<file path="src/rtl/mtm_alu_frame_ctrl_pkg.sv">
// rtl/mtm_alu_frame_ctrl_pkg.sv - shared constants, FSM state type and CRC-4 helpers for the ALU frame controller
package mtm_alu_frame_ctrl_pkg;

   // Operation codes accepted by the datapath
   localparam logic [2:0] OP_AND = 3'b000;
   localparam logic [2:0] OP_OR  = 3'b001;
   localparam logic [2:0] OP_ADD = 3'b100;
   localparam logic [2:0] OP_SUB = 3'b101;

   // Frame type bit values
   localparam logic FRAME_DATA = 1'b0;
   localparam logic FRAME_CTL  = 1'b1;

   // Bit positions inside err_flags = {ERR_DATA, ERR_CRC, ERR_OP}
   localparam int ERR_DATA_BIT = 2;
   localparam int ERR_CRC_BIT  = 1;
   localparam int ERR_OP_BIT   = 0;

   // x^4 + x + 1, with the implicit x^4 term dropped
   localparam logic [3:0] CRC4_POLY = 4'h3;

   // Number of DATA frames that make up one operation (B then A)
   localparam logic [3:0] DATA_BYTES = 4'd8;

   // Receiver bit position of the stop bit (start = 0, type = 1, payload = 2..9)
   localparam logic [3:0] STOP_POS = 4'd10;

   typedef enum logic [1:0] {
      ST_IDLE    = 2'd0,
      ST_COLLECT = 2'd1,
      ST_ISSUE   = 2'd2
   } state_t;

   // One MSB-first CRC-4 shift step
   function automatic logic [3:0] crc4_step(input logic [3:0] crc, input logic din);
      logic fb;
      fb = crc[3] ^ din;
      return {crc[2:0], 1'b0} ^ (fb ? CRC4_POLY : 4'h0);
   endfunction

   // Fold a whole byte into the running CRC, MSB first
   function automatic logic [3:0] crc4_byte(input logic [3:0] crc, input logic [7:0] data);
      logic [3:0] c;
      c = crc;
      for (int i = 7; i >= 0; i--) begin
         c = crc4_step(c, data[i]);
      end
      return c;
   endfunction

   // Fold a nibble into the running CRC, MSB first
   function automatic logic [3:0] crc4_nibble(input logic [3:0] crc, input logic [3:0] data);
      logic [3:0] c;
      c = crc;
      for (int i = 3; i >= 0; i--) begin
         c = crc4_step(c, data[i]);
      end
      return c;
   endfunction

   function automatic logic op_supported(input logic [2:0] op);
      return (op == OP_AND) || (op == OP_OR) || (op == OP_ADD) || (op == OP_SUB);
   endfunction

endpackage

</file>
<file path="src/rtl/mtm_alu_frame_ctrl_rx.sv">
// rtl/mtm_alu_frame_ctrl_rx.sv - serial frame deserializer (module mtm_alu_frame_rx)
module mtm_alu_frame_rx
   import mtm_alu_frame_ctrl_pkg::*;
(
   input  logic       clk,
   input  logic       rst,
   input  logic       sin,
   output logic       frame_start,
   output logic       frame_valid,
   output logic       frame_type,
   output logic [7:0] payload
);

   logic       busy;
   logic [3:0] bit_cnt;
   logic       type_q;
   logic [7:0] shift_q;

   // frame_valid is raised while the good stop bit is on the line so the
   // controller can register its response on that same edge
   assign frame_start = !busy && !sin;
   assign frame_valid = busy && (bit_cnt == STOP_POS) && sin;
   assign frame_type  = type_q;
   assign payload     = shift_q;

   // Hunt for a start bit, then capture type and payload; a bad stop bit
   // simply falls back to hunting without raising frame_valid
   always_ff @(posedge clk) begin
      if (rst) begin
         busy    <= 1'b0;
         bit_cnt <= 4'd0;
         type_q  <= 1'b0;
         shift_q <= 8'h00;
      end else if (!busy) begin
         if (!sin) begin
            busy    <= 1'b1;
            bit_cnt <= 4'd1;
         end
      end else begin
         if (bit_cnt == 4'd1) begin
            type_q <= sin;
         end else if (bit_cnt != STOP_POS) begin
            shift_q <= {shift_q[6:0], sin};
         end
         if (bit_cnt == STOP_POS) begin
            busy    <= 1'b0;
            bit_cnt <= 4'd0;
         end else begin
            bit_cnt <= bit_cnt + 4'd1;
         end
      end
   end

endmodule

</file>
<file path="src/rtl/mtm_alu_frame_ctrl.sv">
// rtl/mtm_alu_frame_ctrl.sv - ALU frame controller top; optional CRC check via MTM_ALU_CRC_CHECK_EN
module mtm_alu_frame_ctrl
   import mtm_alu_frame_ctrl_pkg::*;
#(
   parameter int TIMEOUT_CYCLES = 0
) (
   input  logic        clk,
   input  logic        rst,
   input  logic        sin,
   output logic [31:0] op_a,
   output logic [31:0] op_b,
   output logic [2:0]  op_mode,
   output logic        op_valid,
   input  logic        op_ready,
   output logic        err_valid,
   output logic [2:0]  err_flags
);

   localparam bit          TO_EN    = (TIMEOUT_CYCLES > 0);
   localparam logic [31:0] TO_LIMIT = TO_EN ? 32'(TIMEOUT_CYCLES - 1) : 32'd0;

   logic        rx_start;
   logic        rx_valid;
   logic        rx_type;
   logic [7:0]  rx_payload;

   state_t      state;
   logic [3:0]  data_cnt;
   logic [63:0] data_q;
   logic [31:0] idle_cnt;
   logic        timeout_hit;
   logic        crc_bad;
   logic        unused_payload;

   mtm_alu_frame_rx u_rx (
      .clk         (clk),
      .rst         (rst),
      .sin         (sin),
      .frame_start (rx_start),
      .frame_valid (rx_valid),
      .frame_type  (rx_type),
      .payload     (rx_payload)
   );

   assign timeout_hit = TO_EN && (state == ST_COLLECT) && !rx_start && (idle_cnt == TO_LIMIT);

`ifdef MTM_ALU_CRC_CHECK_EN
   logic [3:0] crc_q;
   logic [3:0] crc_final;

   // The trailing {1'b1, OP} nibble is folded in only when the CTL frame arrives
   assign crc_final      = crc4_nibble(crc_q, {1'b1, rx_payload[6:4]});
   assign crc_bad        = (crc_final != rx_payload[3:0]);
   assign unused_payload = rx_payload[7];

   // Running CRC over the DATA bytes in arrival order (B first, then A)
   always_ff @(posedge clk) begin
      if (rst) begin
         crc_q <= 4'h0;
      end else if (rx_valid && (rx_type == FRAME_DATA)) begin
         if (state == ST_IDLE) begin
            crc_q <= crc4_byte(4'h0, rx_payload);
         end else if ((state == ST_COLLECT) && (data_cnt != DATA_BYTES)) begin
            crc_q <= crc4_byte(crc_q, rx_payload);
         end
      end
   end
`else
   assign crc_bad        = 1'b0;
   assign unused_payload = ^{rx_payload[7], rx_payload[3:0]};
`endif

   // Idle-gap counter for the COLLECT timeout; restarts on every start bit
   always_ff @(posedge clk) begin
      if (rst || (state != ST_COLLECT) || rx_start) begin
         idle_cnt <= 32'd0;
      end else begin
         idle_cnt <= idle_cnt + 32'd1;
      end
   end

   // Main controller: collect 8 DATA bytes, validate on CTL, hold the operation until accepted
   always_ff @(posedge clk) begin
      if (rst) begin
         state     <= ST_IDLE;
         data_cnt  <= 4'd0;
         data_q    <= 64'd0;
         op_a      <= 32'd0;
         op_b      <= 32'd0;
         op_mode   <= 3'd0;
         op_valid  <= 1'b0;
         err_valid <= 1'b0;
         err_flags <= 3'd0;
      end else begin
         err_valid <= 1'b0;
         err_flags <= 3'd0;
         case (state)
            ST_IDLE: begin
               if (rx_valid) begin
                  if (rx_type == FRAME_DATA) begin
                     data_q   <= {56'd0, rx_payload};
                     data_cnt <= 4'd1;
                     state    <= ST_COLLECT;
                  end else begin
                     err_valid               <= 1'b1;
                     err_flags[ERR_DATA_BIT] <= 1'b1;
                  end
               end
            end
            ST_COLLECT: begin
               if (rx_valid) begin
                  if (rx_type == FRAME_DATA) begin
                     if (data_cnt == DATA_BYTES) begin
                        err_valid               <= 1'b1;
                        err_flags[ERR_DATA_BIT] <= 1'b1;
                        data_cnt                <= 4'd0;
                        state                   <= ST_IDLE;
                     end else begin
                        data_q   <= {data_q[55:0], rx_payload};
                        data_cnt <= data_cnt + 4'd1;
                     end
                  end else begin
                     data_cnt <= 4'd0;
                     state    <= ST_IDLE;
                     if (data_cnt != DATA_BYTES) begin
                        err_valid               <= 1'b1;
                        err_flags[ERR_DATA_BIT] <= 1'b1;
                     end else if (crc_bad) begin
                        err_valid              <= 1'b1;
                        err_flags[ERR_CRC_BIT] <= 1'b1;
                     end else if (!op_supported(rx_payload[6:4])) begin
                        err_valid             <= 1'b1;
                        err_flags[ERR_OP_BIT] <= 1'b1;
                     end else begin
                        op_b     <= data_q[63:32];
                        op_a     <= data_q[31:0];
                        op_mode  <= rx_payload[6:4];
                        op_valid <= 1'b1;
                        state    <= ST_ISSUE;
                     end
                  end
               end else if (timeout_hit) begin
                  err_valid               <= 1'b1;
                  err_flags[ERR_DATA_BIT] <= 1'b1;
                  data_cnt                <= 4'd0;
                  state                   <= ST_IDLE;
               end
            end
            ST_ISSUE: begin
               if (rx_valid) begin
                  err_valid               <= 1'b1;
                  err_flags[ERR_DATA_BIT] <= 1'b1;
               end
               if (op_valid && op_ready) begin
                  op_valid <= 1'b0;
                  state    <= ST_IDLE;
               end
            end
            default: begin
               state <= ST_IDLE;
            end
         endcase
      end
   end

endmodule

</file>
<file path="config.mk">
export PLATFORM = sky130hd
export DESIGN_NAME = mtm_alu_frame_ctrl
export DESIGN_NICKNAME = d
export VERILOG_FILES = /design/src/rtl/mtm_alu_frame_ctrl_pkg.sv /design/src/rtl/mtm_alu_frame_ctrl_rx.sv /design/src/rtl/mtm_alu_frame_ctrl.sv
export SDC_FILE = /design/constraint.sdc
export NUM_CORES = 1
export LEC_CHECK = 0
export ABC_AREA = 1
export CAP_MARGIN = 20
export CORE_MARGIN = 4
export CORE_UTILIZATION = 44
export DETAILED_ROUTE_END_ITERATION = 8
export PLACE_DENSITY = 0.75
export REMOVE_ABC_BUFFERS = 1
export SETUP_SLACK_MARGIN = 0.15
export SYNTH_ARGS = -nofsm -noshare
export SYNTH_HDL_FRONTEND = slang
export SYNTH_SLANG_ARGS = --single-unit
</file>
<file path="constraint.sdc">
create_clock -name clk -period 2.9 [get_ports clk]
set_input_delay 0.29 -clock clk [delete_from_list [all_inputs] [get_ports clk]]
set_output_delay 0.29 -clock clk [all_outputs]
set_load 0.02 [all_outputs]
</file>
# == After elaboration in Yosys (flattened, before gate mapping) ==
# Index checks and enable logic that the tools add are counted.
# totals
register_bits,156
inputBits,4
out_inout_bits,72
wordCells,108
# op_classes
addsub,2
eq_ne,21
n_mux,46
bitwise_logic,5
reduce_logical,19
# op_table
operator,count
2-to-1 mux 64 bit,5
one-hot mux 64 bit (2 select lines),1
2-to-1 mux 4 bit,8
2-to-1 mux 1 bit,19
2-to-1 mux 2 bit,8
inequality test 2 bit (second input constant),8
AND reduction 6 bit,2
AND reduction 5 bit,2
adder 4 x 1 -> 4 bit (second input constant),2
equality test 4 bit (second input constant),2
inequality test 4 bit (second input constant),2
one-hot mux 4 bit (2 select lines),1
equality test 3 bit (second input constant),2
one-hot mux 1 bit (3 select lines),2
one-hot mux 2 bit (3 select lines),1
NOT 1 bit,5
OR reduction 5 bit,1
equality test 4 x 1 -> 1 bit (second input constant),1
inequality test 2 x 1 -> 1 bit (second input constant),2
AND reduction 4 bit,1
nonzero test 2 bit,2
OR reduction 4 bit,1
equality test 3 x 1 -> 1 bit (second input constant),1
logical AND 1 bit,3
9 further kinds,11

# == Longest topological paths before layout ==
# logic_depth
word_depth,9
ltp_mapped,12
depth_no_buf,10

# == Hierarchy ==
# A second synthesis with hierarchy kept.
# unflattened
cells_unflattened,909
area_unflattened_um2,6374.9
# by_module_without_submodules
module,instances,cells_per_inst,area_each_um2,seq_area_each_um2
mtm_alu_frame_ctrl,1,805,5656.7,2822.7
mtm_alu_frame_rx,1,104,718.2,280.3

# == Worst setup path after synthesis ==
# Ideal clock, no wire load.
# synth_path
path_type,flip-flop to flip-flop
from,register data_cnt[0]
to,register op_a[23]
setup_time_ns,0.112
t_arrival_ns,1.502
required_time_ns,2.788
path_slack_ns,1.286
stages_incl_launch_ff,12
path_buffers,2
period_less_slack_ns,1.614
cell_sequence,dfxtp_1 > inv_1 > ha_1 > nand2_1 > nor2_4 > nand3_1 > nor2_2 > buf_2 > buf_2 > nand3_1 > nand2_1 > nor2_1
# synth_between
elab_chain_len,3
# synth_lines
element,line,text
from (decl),mtm_alu_frame_ctrl.sv:28,logic [3:0] data_cnt;
from (signal assigned),mtm_alu_frame_ctrl.sv:120,data_cnt <= data_cnt + 4'd1;
inequality test 4 bit,mtm_alu_frame_ctrl.sv:125,if (data_cnt != DATA_BYTES) begin
NOT 1 bit (no source line),-,
AND reduction 5 bit (no source line),-,
to (signal assigned),mtm_alu_frame_ctrl.sv:136,op_a <= data_q[31:0];
to (decl),mtm_alu_frame_ctrl.sv:10,"output logic [31:0] op_a,"
# No other way between the ends.
# A chain may end at the register's enable or synchronous reset.

# == Worst setup path after layout ==
# layout_path
from,register data_cnt[0]
to,register data_q[55]
# layout_between
elab_chain_len,3
# layout_lines
element,line,text
equality test 4 bit,mtm_alu_frame_ctrl.sv:113,if (data_cnt == DATA_BYTES) begin
inequality test 2 bit (no source line),-,
AND reduction 6 bit (no source line),-,
to (signal assigned),mtm_alu_frame_ctrl.sv:101,"data_q <= {56'd0, rx_payload};"
to (signal assigned),mtm_alu_frame_ctrl.sv:119,"data_q <= {data_q[55:0], rx_payload};"
to (decl),mtm_alu_frame_ctrl.sv:29,logic [63:0] data_q;
# No other way between the ends.

==> run_results.csv <==
group,metric,value,unit
hold_path,hold_class,"input port to flop",
worst_setup_path,critPathArrivalTime,2480,ps
power_and_ir_drop,p_per_area,525,nW/um^2
worst_setup_path,slowest_delay,520,ps
worst_setup_path,crit_fanout,82,
detailed_routing,vias_per_cell,4.68,
die,die_w,131,um
finish,diodes,0,
timing,setup_viol,0,
detailed_routing,ant_nets,0,
die,dieArea,17100,um^2
worst_setup_path,crit_chain,"inv_1 > ha_1 > nand2_1 > nor2_4 > o21ai_0 > nand2_4 > nor2_1 > nor2_1",
synthesis,synthTopCellsByArea,"dfxtp_1 47%, nand2_1 17%, nor2_1 15%, nand3_1 6.1%, inv_1 4.4%",
power_and_ir_drop,power,4150,uW
worst_setup_path,cp_data_required_time,3200,ps
worst_setup_path,cpMaxStageDelayCell,"nand2_4",
clock_network,post_cts_buffers,0,
clock_network,h-tree-depth,4,
global_route,grt_remaining_overflow,0,
die,io-pin-count,76,
placement,place_hpwl,8.28,mm
timing,hold_violations,0,
clock_network,cts.sinks,155,
placement,dpl_cell_area,7420,um^2
synthesis,seq_area_frac_synth,0.468,
detailed_routing,routedWlPerCell,11.3,um
synthesis,synth_edf_count,0,
worst_setup_path,path_common_cell,"nor2_1",
global_route,grt_pass1_wl,23.7,mm
clock_network,insertion_delay,420,ps
worst_setup_path,path_class,"flop to flop",
timing,tightest_slew,848,ps
timing,whs,439,ps
outcome,status,"finished, final reports clean",
synthesis,netlist_instances,1005,
timing,maxSlewHeadroom,0.435,
detailed_routing,drt-initial-drc-count,457,
clock_network,clockRootBuffer,"clkbuf_16",
synthesis,yosysTopAreaCell,"dfxtp_1",
synthesis,yosysWarnings,0,
clock_network,cts_hold_buf,0,
synthesis,syn_area,6640,um^2
run,maxCapViolCount,0,
placement,place_congestion,0.828,
power_and_ir_drop,p_leak,0.00337,uW
power_and_ir_drop,irDropWorstVdd,0.000441,V
finish,fin_nets,1057,
synthesis,synthTopCellsByCount,"303 x nand2_1, 273 x nor2_1, 155 x dfxtp_1, 81 x nand3_1, 77 x inv_1",
die,initial_core_util,0.453,
die,num_rows,44,
finish,fin_area,7920,um^2
finish,syn_to_final_growth,19.3,%
global_route,grt_start_max_net_pins,83,
synthesis,synth.top_cell.area_share,0.468,
clock_network,cts.path.max_buffers,2,
clock_network,cts_buffers,17,
timing,rsz0062_at_grt,"false",
worst_setup_path,cp.buffers_inverters,1,
synthesis,async_flop_share,0,
finish,drive_gt1_frac,0.0482,
clock_network,cts.reportedPaths.clkPinSlew,50,ps
synthesis,yosysUniqueCellTypes,24,
timing,drv_slew,0,
global_route,antenna_found_initial,0,
detailed_routing,num_vias,5819,
clock_network,cts_tree,"yes",
worst_setup_path,critPathTopFamily,"simple AND/OR/NAND/NOR gates",
global_route,grt_use_total,0.170,
detailed_routing,firstDrtPassIters,5,
die,coreArea,14600,um^2
global_route,grt_pass1_vias,5319,
detailed_routing,wirelength,14.0,mm
timing,fmax,460,MHz
synthesis,synth_most_common_cell,"nand2_1",
placement,io_buffers,74,
synthesis,synth.avg_cell_area,6.60,um^2
timing,final.min_clock_period,2170,ps
synthesis,ys_ff_latch,155,
clock_network,ctsResizeCount,0,
detailed_routing,drcViolationCount,0,
timing,finClkSkew,6.55,ps
worst_setup_path,cp-start-kind,"flop",
die,die_y,131,um
timing,finalCritPeriodShare,0.749,
synthesis,ys_dominant_reg_cell,"dfxtp_1",
worst_setup_path,crit_path_end_kind,"flop",
==> layout make-up <==
| cell class | count | area [um^2] |
|---|---|---|
| multi-input cells | 708 | 2910 |
| fillers | 1430 | 6730 |
| repair buffers | 85 | 856 |
| inverters | 84 | 317 |
| clock inverters | 3 | 17.5 |
| clock buffers | 24 | 482 |
| flip-flops and latches | 155 | 3100 |
| well taps | 184 | 230 |
==> cells in the final DEF, fill, tap and decap left out, drive strengths merged, types with 2 or more instances in the layout <==
master / count
inv: 83
clkdlybuf4s50: 73
clkinv: 3
a21oi: 19
nor3: 3
ha: 2
nor2: 279
nand2: 305
o21ai: 8
buf: 12
nand3b: 8
nand3: 81
clkbuf: 24
dfxtp: 155
==> stage by stage <==
| step | cells | utilization | setup WS [ps] | TNS [ps] |
|---|---|---|---|---|
| 2_1_floorplan | 947 | - | -393 | -25350 |
| 6_report | 1243 | 0.540 | 728 | 0 |
| 4_1_cts | 1243 | 0.540 | 698 | 0 |
| 3_3_place_gp | 1216 | 0.506 | 649 | 0 |
| 3_5_place_dp | 1216 | 0.506 | 586 | 0 |
| 5_1_grt | 1243 | 0.540 | 428 | 0 |
==> flip-flops by register name, indices dropped and copies added (netlist names) <==
register         cells
data_cnt             4
data_q              64
err_flags            2
err_valid            1
op_a                32
op_b                32
op_mode              3
op_valid             1
state                2
u_rx.bit_cnt         4
u_rx.busy            1
u_rx.frame_type      1
u_rx.payload         8
==> power by group <==
part	total (uW)	leakage, uW	internal [uW]	switching (uW)
registers	2140	0.00125	2140	6.04
logic	102	0.00188	28.4	73.8
clock network	1910	0.000244	1130	778
==> logic make-up after synthesis <==
family                     Yosys count  share of synthesized area
other                                1                   0.000565
DFF                                155                      0.468
adders and majority gates            2                    0.00377
and+or+nand+nor                    676                      0.410
AOI/OAI and AO/OA                   28                     0.0219
buffers and inverters              142                     0.0946
xor gates and xnor gates             1                    0.00132
==> per-layer routing <==
metal,share of wire,global-route usage
met1,0.47,0.204
met2,0.48,0.298
met3,0.046,0.0459
met4,0.011,0.0460
met5,0,0
==> worst register-to-register path: cells and delay by family, from the launching register on <==
kind                     cells  cell delay (ps)
AO/OA/AOI/OAI                1              350
AND/OR/NAND/NOR              5             1070
adder cells (fa/ha/maj)      1              200
buffers and inverters        1               70
flip-flops                   1              370
==> worst paths after layout <==
| kind | slack, ps | from | depth (start not counted) | to |
|---|---|---|---|---|
| max reg2reg | 730 | data_cnt[0] | 8 | data_q[55] |
| min | 440 | rst | 3 | data_q[12] |
| min reg2reg | 460 | u_rx.payload[7] | 2 | u_rx.payload[7] |
| max | 730 | data_cnt[0] | 8 | data_q[55] |
Note: power is estimated with default switching activity, not from simulation.
